File: config.mk
export PLATFORM = sky130hd
export DESIGN_NAME = signed_bcd_addsub_seq
export DESIGN_NICKNAME = d
export VERILOG_FILES = /design/src/rtl/signed_bcd_addsub_seq.sv
export SDC_FILE = /design/constraint.sdc
export NUM_CORES = 1
export LEC_CHECK = 0
export CORE_MARGIN = 1
export CORE_UTILIZATION = 53
export CTS_BUF_LIST = sky130_fd_sc_hd__clkbuf_2 sky130_fd_sc_hd__clkbuf_4 sky130_fd_sc_hd__clkbuf_8
export DETAILED_ROUTE_END_ITERATION = 12
export PLACE_DENSITY = 0.82
export SLEW_MARGIN = 40
export SYNTH_ARGS = -nofsm -noshare
export SYNTH_HDL_FRONTEND = slang
export SYNTH_SLANG_ARGS = --single-unit
File: constraint.sdc
create_clock -name clk -period 3.2 [get_ports clk]
set_input_delay 0.64 -clock clk [delete_from_list [all_inputs] [get_ports clk]]
set_output_delay 0.64 -clock clk [all_outputs]
set_load 0.05 [all_outputs]
File: src/rtl/signed_bcd_addsub_seq.sv
// Digit-serial signed (sign-magnitude) BCD adder/subtractor, LSD first.
// Picks the larger magnitude in one compare cycle, then processes one digit per clock.
module signed_bcd_addsub_seq #(
  parameter int NDIG = 3
) (
  input  logic              clk,
  input  logic              rst_n,
  input  logic              in_valid,
  output logic              in_ready,
  input  logic              op,
  input  logic              a_sign,
  input  logic [4*NDIG-1:0] a_mag,
  input  logic              b_sign,
  input  logic [4*NDIG-1:0] b_mag,
  output logic              out_valid,
  input  logic              out_ready,
  output logic              r_sign,
  output logic [4*NDIG-1:0] r_mag,
  output logic              ovf,
  output logic              err,
  output logic              busy
);

  localparam int W  = 4 * NDIG;
  localparam int CW = (NDIG > 1) ? $clog2(NDIG) : 1;

  typedef enum logic [1:0] {IDLE, CMP, CALC, DONE} state_t;

  state_t          state;
  logic            a_sign_q;
  logic            b_sign_q;
  logic            op_q;
  logic [W-1:0]    a_mag_q;
  logic [W-1:0]    b_mag_q;
  logic [W-1:0]    x_q;
  logic [W-1:0]    y_q;
  logic            sub_q;
  logic            res_sign_q;
  logic            cy_q;
  logic [CW-1:0]   cnt;

  logic            eff_b_sign;
  logic            same;
  logic            a_lt_b;
  logic            bad;
  logic            swap;
  logic [4:0]      dig_res;
  logic [W-1:0]    mag_next;

  // {carry, digit} of one BCD digit addition
  function automatic logic [4:0] add_digit(input logic [3:0] x, input logic [3:0] y,
                                           input logic c);
    logic [4:0] s;
    logic [4:0] t;
    s = {1'b0, x} + {1'b0, y} + {4'b0, c};
    t = s - 5'd10;
    if (s > 5'd9) add_digit = {1'b1, t[3:0]};
    else          add_digit = {1'b0, s[3:0]};
  endfunction

  // {borrow, digit} of one BCD digit subtraction
  function automatic logic [4:0] sub_digit(input logic [3:0] x, input logic [3:0] y,
                                           input logic b);
    logic signed [5:0] s;
    logic signed [5:0] t;
    s = $signed({2'b00, x}) - $signed({2'b00, y}) - $signed({5'b0, b});
    t = s + 6'sd10;
    if (s < 6'sd0) sub_digit = {1'b1, t[3:0]};
    else           sub_digit = {1'b0, s[3:0]};
  endfunction

  // MSD-first less/equal/greater cascade; returns 1 when |a| < |b|
  function automatic logic mag_lt(input logic [W-1:0] a, input logic [W-1:0] b);
    logic lt;
    logic eq;
    lt = 1'b0;
    eq = 1'b1;
    for (int i = NDIG - 1; i >= 0; i--) begin
      if (eq) begin
        if (a[4*i +: 4] < b[4*i +: 4]) begin
          lt = 1'b1;
          eq = 1'b0;
        end else if (a[4*i +: 4] > b[4*i +: 4]) begin
          eq = 1'b0;
        end
      end
    end
    mag_lt = lt;
  endfunction

  function automatic logic has_bad_digit(input logic [W-1:0] m);
    logic bad_any;
    bad_any = 1'b0;
    for (int i = 0; i < NDIG; i++) begin
      if (m[4*i +: 4] > 4'd9) bad_any = 1'b1;
    end
    has_bad_digit = bad_any;
  endfunction

  always_comb begin
    eff_b_sign = b_sign_q ^ op_q;
    same       = (a_sign_q == eff_b_sign);
    a_lt_b     = mag_lt(a_mag_q, b_mag_q);
    bad        = has_bad_digit(a_mag_q) | has_bad_digit(b_mag_q);
    swap       = !same && a_lt_b;
  end

  always_comb begin
    dig_res  = sub_q ? sub_digit(x_q[3:0], y_q[3:0], cy_q)
                     : add_digit(x_q[3:0], y_q[3:0], cy_q);
    mag_next = r_mag;
    mag_next[4*cnt +: 4] = dig_res[3:0];
  end

  // Operand capture and digit shifters carry no reset; control below qualifies them.
  always_ff @(posedge clk) begin
    if (state == IDLE && in_valid && in_ready) begin
      a_sign_q <= a_sign;
      b_sign_q <= b_sign;
      op_q     <= op;
      a_mag_q  <= a_mag;
      b_mag_q  <= b_mag;
    end
    if (state == CMP) begin
      x_q <= swap ? b_mag_q : a_mag_q;
      y_q <= swap ? a_mag_q : b_mag_q;
    end else if (state == CALC) begin
      x_q <= x_q >> 4;
      y_q <= y_q >> 4;
    end
  end

  always_ff @(posedge clk or negedge rst_n) begin
    if (!rst_n) begin
      state      <= IDLE;
      in_ready   <= 1'b1;
      out_valid  <= 1'b0;
      busy       <= 1'b0;
      r_sign     <= 1'b0;
      r_mag      <= '0;
      ovf        <= 1'b0;
      err        <= 1'b0;
      cnt        <= '0;
      cy_q       <= 1'b0;
      sub_q      <= 1'b0;
      res_sign_q <= 1'b0;
    end else begin
      case (state)
        IDLE: begin
          if (in_valid && in_ready) begin
            state    <= CMP;
            in_ready <= 1'b0;
            busy     <= 1'b1;
          end
        end
        CMP: begin
          cnt    <= '0;
          cy_q   <= 1'b0;
          r_mag  <= '0;
          r_sign <= 1'b0;
          ovf    <= 1'b0;
          if (bad) begin
            err   <= 1'b1;
            state <= DONE;
          end else begin
            err        <= 1'b0;
            sub_q      <= !same;
            res_sign_q <= swap ? eff_b_sign : a_sign_q;
            state      <= CALC;
          end
        end
        CALC: begin
          r_mag <= mag_next;
          cy_q  <= dig_res[4];
          cnt   <= cnt + 1'b1;
          if (cnt == CW'(NDIG - 1)) begin
            state  <= DONE;
            ovf    <= !sub_q && dig_res[4];
            // A zero magnitude is always reported positive
            r_sign <= (mag_next == '0) ? 1'b0 : res_sign_q;
          end
        end
        DONE: begin
          if (!out_valid) begin
            out_valid <= 1'b1;
          end else if (out_ready) begin
            out_valid <= 1'b0;
            in_ready  <= 1'b1;
            busy      <= 1'b0;
            state     <= IDLE;
          end
        end
        default: state <= IDLE;
      endcase
    end
  end

endmodule

; Word-level counts from Yosys, hierarchy flattened
; Cells that the tools add are included.
[word_totals]
reg_bits = 76
in_bits = 31
output_inout_bits = 18
word_cells = 121
[op_classes]
n_addsub = 8
order_cmp = 13
n_eq_ne = 9
n_shift = 2
n_mux = 52
bitwise = 3
reduce_logical = 15
[op_table]
columns = op, n
row1 = two-way mux 12 bit, 6
row2 = negator 4 -> 34 bit, 1
row3 = variable shift 4 x 34 -> 12 bit (first input constant), 1
row4 = variable part select 4 x 34 -> 12 bit, 1
row5 = two-way mux 1 bit, 30
row6 = greater-than comparator 4 bit (second input constant), 6
row7 = one-hot mux 12 bit (2 select lines), 1
row8 = two-way mux 5 bit, 3
row9 = bitwise mux 12 bit, 1
row10 = zero test 12 bit, 1
row11 = less-than comparator 4 bit, 3
row12 = one-hot mux 1 bit (2 select lines), 5
row13 = greater-than comparator 4 bit, 2
row14 = two-way mux 2 bit, 4
row15 = one-hot mux 2 bit (4 select lines), 1
row16 = AND reduction 4 bit, 2
row17 = == test 2 bit (second input constant), 3
row18 = less-than comparator 6 x 1 -> 1 bit (second input constant), 1
row19 = subtractor 5 x 2 -> 6 bit, 1
row20 = adder 4 x 4 -> 5 bit, 1
row21 = adder 5 x 1 -> 5 bit, 1
row22 = greater-than comparator 5 x 4 -> 1 bit (second input constant), 1
row23 = logical AND 1 bit, 5
row24 = subtractor 4 x 4 -> 5 bit, 1
row25 = other kinds (15), 20

; Logic depth before layout (Yosys ltp)
[depth]
word_depth = 11
ltp_mapped = 15
mapped_depth_nobuf = 15

; Least setup slack after synthesis
; OpenSTA, ideal clock, no wires.
[synth_timing]
kind = register to register
startpoint = register x_q[0]
endpoint = register r_sign
setup_time_ns = 0.130
arrival_ns = 2.836
required_time_ns = 3.070
path_slack_ns = 0.234
stages_incl_launch_ff = 16
path_buffers = 0
synth_period_minus_slack_ns = 2.966
path_cell_list = edfxtp_1 > inv_1 > ha_1 > inv_1 > fa_1 > inv_1 > ha_1 > xnor2_1 > ha_1 > and3b_1 > mux2_2 > mux2i_1 > a21o_1 > nand3b_1 > o2111a_1 > a21oi_1
[synth_between]
elab_chain_cells = 11
word_cells_on_any_way = 17
cone_classes = add/sub: 6 / order compare: 2 / shift: 1 / mux: 7 / reduce/logical: 1
[synth_lines]
columns = element, line_no
row1 = from (decl), 35  ; logic [W-1:0] x_q;
row2 = from (signal assigned), 125  ; x_q <= swap ? b_mag_q : a_mag_q;
row3 = from (signal assigned), 128  ; x_q <= x_q >> 4;
row4 = subtractor 4 x 4 -> 5 bit / adder 4 x 4 -> 5 bit (equally long branches), "66, 55"
row5 = subtractor 5 x 2 -> 6 bit / adder 5 x 1 -> 5 bit (equally long branches), "66, 55"
row6 = less-than comparator 6 x 1 -> 1 bit (tied with other cells), 68  ; if (s < 6'sd0) sub_digit = {1'b1, t[3:0]};
row7 = two-way mux 5 bit (on tied branches), "68, 57"
row8 = two-way mux 5 bit (*), 109  ; dig_res = sub_q ? sub_digit(x_q[3:0], y_q[3:0], cy_q)
row9 = variable part select 4 x 34 -> 12 bit (*), 112  ; mag_next[4*cnt +: 4] = dig_res[3:0];
row10 = bitwise mux 12 bit (*), 112
row11 = zero test 12 bit (*), 180  ; r_sign <= (mag_next == '0) ? 1'b0 : res_sign_q;
row12 = two-way mux 1 bit (*), 180
row13 = two-way mux 1 bit (*), 176  ; if (cnt == CW'(NDIG - 1)) begin
row14 = one-hot mux 1 bit (2 select lines) (*), 148  ; case (state)
row15 = to (signal assigned), 180
row16 = to (decl), 17  ; output logic r_sign,
; Every way passes the cells marked *; elsewhere a longest branch is shown, timed or not. The select of a mux whose other input is x is not followed.
; A chain may end at the register's enable or synchronous reset.

; Worst setup path in the final report
[layout_timing]
startpoint = register x_q[0]
endpoint = register r_mag[11]
[layout_between]
elab_chain_cells = 8
word_cells_on_any_way = 14
cone_classes = add/sub: 6 / order compare: 2 / shift: 1 / mux: 5
[layout_lines]
columns = element, line_no
row1 = subtractor 4 x 4 -> 5 bit / adder 4 x 4 -> 5 bit (equally long branches), "66, 55"
row2 = subtractor 5 x 2 -> 6 bit / adder 5 x 1 -> 5 bit (equally long branches), "66, 55"
row3 = less-than comparator 6 x 1 -> 1 bit (tied with other cells), 68
row4 = two-way mux 5 bit (on tied branches), "68, 57"
row5 = two-way mux 5 bit (*), 109
row6 = variable part select 4 x 34 -> 12 bit (*), 112
row7 = bitwise mux 12 bit (*), 112
row8 = one-hot mux 12 bit (2 select lines) (*), 148
row9 = to (signal assigned), 173  ; r_mag <= mag_next;
row10 = to (decl), 18  ; output logic [4*NDIG-1:0] r_mag,
; Every way passes the cells marked *; elsewhere a longest branch is shown, timed or not.

==> impl_results.md <==
- Rel. slew slack: around 62%
- DIE WIDTH: slightly above 90 um
- Fin. Hold Viols: 0
- Peak Freq: between 300 and 400 MHz
- Outcome: completed
- Critical-path maximum fanout: 4
- H-tree Lvls: 3
- Initial antenna violation count: 0
- Warnings, synthesis: 0
- Cells along the critical path: inv_2 > ha_4 > inv_2 > fa_1 > inv_2 > ha_4 > xnor2_4 > ha_4 > and3b_2 > mux2_2 > mux2i_1 > a21o_1 > buf_4 > nor2_1 > a21oi_1 > o2bb2ai_1
- Routed Antenna Nets: 0
- Final GP Congestion: 0.886
- GR Overflow Total: 0
- Layout cells sized above 1: 10.9%
- Post-synth net total: about 470
- # DRC: 0
- Global-route wire length before repair: 14.5 mm
- NumNets Final: roughly 530
- Mean Syn Cell Area: between 10 and 15 sq um
- Area leader, netlist: edfxtp_1
- Startpoint Class: flop
- Crit path max-delay cell type: fa_1
- Unique masters post-synth: 51
- Drt initial violations: about 270
- Synth cell count leaders: edfxtp_1 (51), nor2_1 (42), inv_1 (34), ha_1 (32), mux2i_1 (32)
- Synth Cell Area: 4400 sq um
- Rows: 32
- Endpoints failing setup: 0
- Post-synth EDFFs: 51
- Initial DRT Pass Iterations: 4
- Layout area overhead: 20.2%
- Syn Inst Count: about 400
- Peak supply drop: approximately 0.00054 V
- Core area: 7890 sq um
- Max-cap violations: 0
- Clk buf depth: 2
- Largest net degree at the start of global routing: 38
- Half-perimeter wire length after placement: just over 6 mm
- Starting Density: 55.8%
- Number of global-route vias before repair: 3195
- CTS Sinks: 76
- Post-placement setup slack: -0.0583 ns
- Worst Setup Path Type: flop to flop
- Vias: around 3200
- HP Class: flop to flop
- CTS Buf Count: 9
- RSZ-0062 raised after global routing: yes
- Final period util: between 90% and 100%
- Die height: 93.1 um
- Req. time, crit path: 3.43 ns
- Global Route Usage Sum: between 20% and 30%
- Top-area cell type share of the netlist area: about a third
- Most instantiated library cell after synthesis: edfxtp_1
- CTS tree: built
- Critical path capture point type: flop
- Seq cells post-synth: 76
- Sequential area share after synthesis: approximately half
- Final WS setup: ~0.11 ns
- Worst-Skew Late Latency: 0.35 ns
- Top cells by area, synth: edfxtp_1 (35%), dfrtp_1 (14%), ha_1 (9.1%), mux2i_1 (7.3%), nor2_1 (3.6%)
- Fin crit period: a little over 3 ns
- Hold_ws: ~0.52 ns
- Avg WL per Cell: approximately 15 um
- Tightest Pin Transition: 0.559 ns
- Critical Path AT: approximately 3.3 ns
- Power, Total: between 6 and 7 mW
- Primary FF master, synth: edfxtp_1
- Via density: 5.67
- CP max stage delay: 0.51 ns
- IO Pins: 49
- CTS clk-pin slew, worst paths: 0.08 ns
- PwrDens: between 1000 and 1500 nW/um^2
- N_diodes: 0
- CTS hold repair buffers: 0
- Async S/R FF share, synth: between 30% and 40%
- CTS Root Cell: clkbuf_8
- Layout Skew: between 0.01 and 0.015 ns
- Final Max Tran Viols: 0
- LEAKAGE: around 2.1 nW
- Total Wirelength: about 8.6 mm
- Die area: around 8700 sq um
- Port-buffer cells: 48
==> sequential cells by signal, indices dropped and copies added, names as in the netlist, 2 cells and up <==
name / count
a_mag_q: 12
b_mag_q: 12
state: 2
r_mag: 12
x_q: 12
cnt: 2
y_q: 12
==> timing repair <==
| item | 4_1_cts | 5_1_grt |
|---|---|---|
| buffers inserted | 1 | 6 |
| endpoints found under the setup margin | 1 | 6 |
| pin swaps | 1 | 8 |
| hold endpoints to repair | 0 | 0 |
| gates resized for setup | 2 | 16 |
| cloned | 0 | 0 |
==> worst paths after layout <==
path,startpoint,endpoint,slack (ns),cells after the start
max,x_q[0],r_mag[11],0.11,16
min reg2reg,err,err,0.52,2
max in group asynchronous,rst_n,in_ready,2.25,2
min in group asynchronous,rst_n,r_mag[1],0.63,2
min,err,err,0.52,2
max reg2reg,x_q[0],r_mag[11],0.11,16
==> logic make-up (layout without fill, tap and decap cells) <==
| logic type | after synthesis | count (layout) | share of synthesized area, % |
|---|---|---|---|
| and+or+nand+nor | 100 | 100 | 10.3 |
| AOI/OAI and AO/OA | 99 | 99 | 15.3 |
| DFF | 76 | 76 | 49.0 |
| buffers and inverters | 47 | 112 | 4.78 |
| muxes | 36 | 36 | 8.30 |
| adders and majority gates | 35 | 35 | 10.5 |
| xor gates and xnor gates | 9 | 9 | 1.79 |
==> metrics by stage <==
| step | instance area, sq um | utilization (%) | setup TNS, ns | instances |
|---|---|---|---|---|
| floorplan | 4400 | - | 0 | 402 |
| global placement | 4980 | 63.1 | 0 | 546 |
| detailed placement | 4980 | 63.1 | -0.0583 | 546 |
| CTS | 5160 | 65.5 | 0 | 563 |
| global route | 5290 | 67.1 | -0.143 | 569 |
| finish | 5290 | 67.1 | 0 | 569 |
==> layer usage <==
metal	track usage [%]	part of all wire [%]
met4	7.95	2.1
met1	26.8	44
met5	0	0
met2	37.3	50
met3	4.47	3.9
==> layout make-up <==
class,instances,area [sq um]
clock buffers,13,154
clock inverters,3,15.0
fillers,590,2600
inverters,35,131
multi-input cells,279,2130
flip-flops and latches,76,2160
well taps,102,128
repair buffers,61,578
==> layout by cell type (no fill, tap or decap), types with 9 or more instances in the layout <==
master / count
a21oi_1: 30
buf_4: 13
clkbuf_8: 9
clkdlybuf4s50_1: 48
dfrtp_1: 24
edfxtp_1: 51
ha_1: 29
inv_1: 31
mux2i_1: 32
nand2_1: 23
nor2_1: 42
o21ai_0: 21
o2bb2ai_1: 11
==> critical path, delay by kind of cell (launching register included) <==
kind	cells	cell delay (ns)
AO/OA/AOI/OAI	3	0.39
XOR/XNOR	1	0.16
adder cells (fa/ha/maj)	4	0.98
buffers and inverters	4	0.32
flip-flops	1	0.43
multiplexers	2	0.42
AND/OR/NAND/NOR	2	0.27
==> where the power goes <==
group / internal (mW) / total, mW / switching, mW
Sequential: 1.50 / 1.70 / 0.199
Combinational: 1.75 / 4.03 / 2.28
Clock: 0.313 / 0.652 / 0.339
No activity file was read; power rests on OpenSTA's default activity.
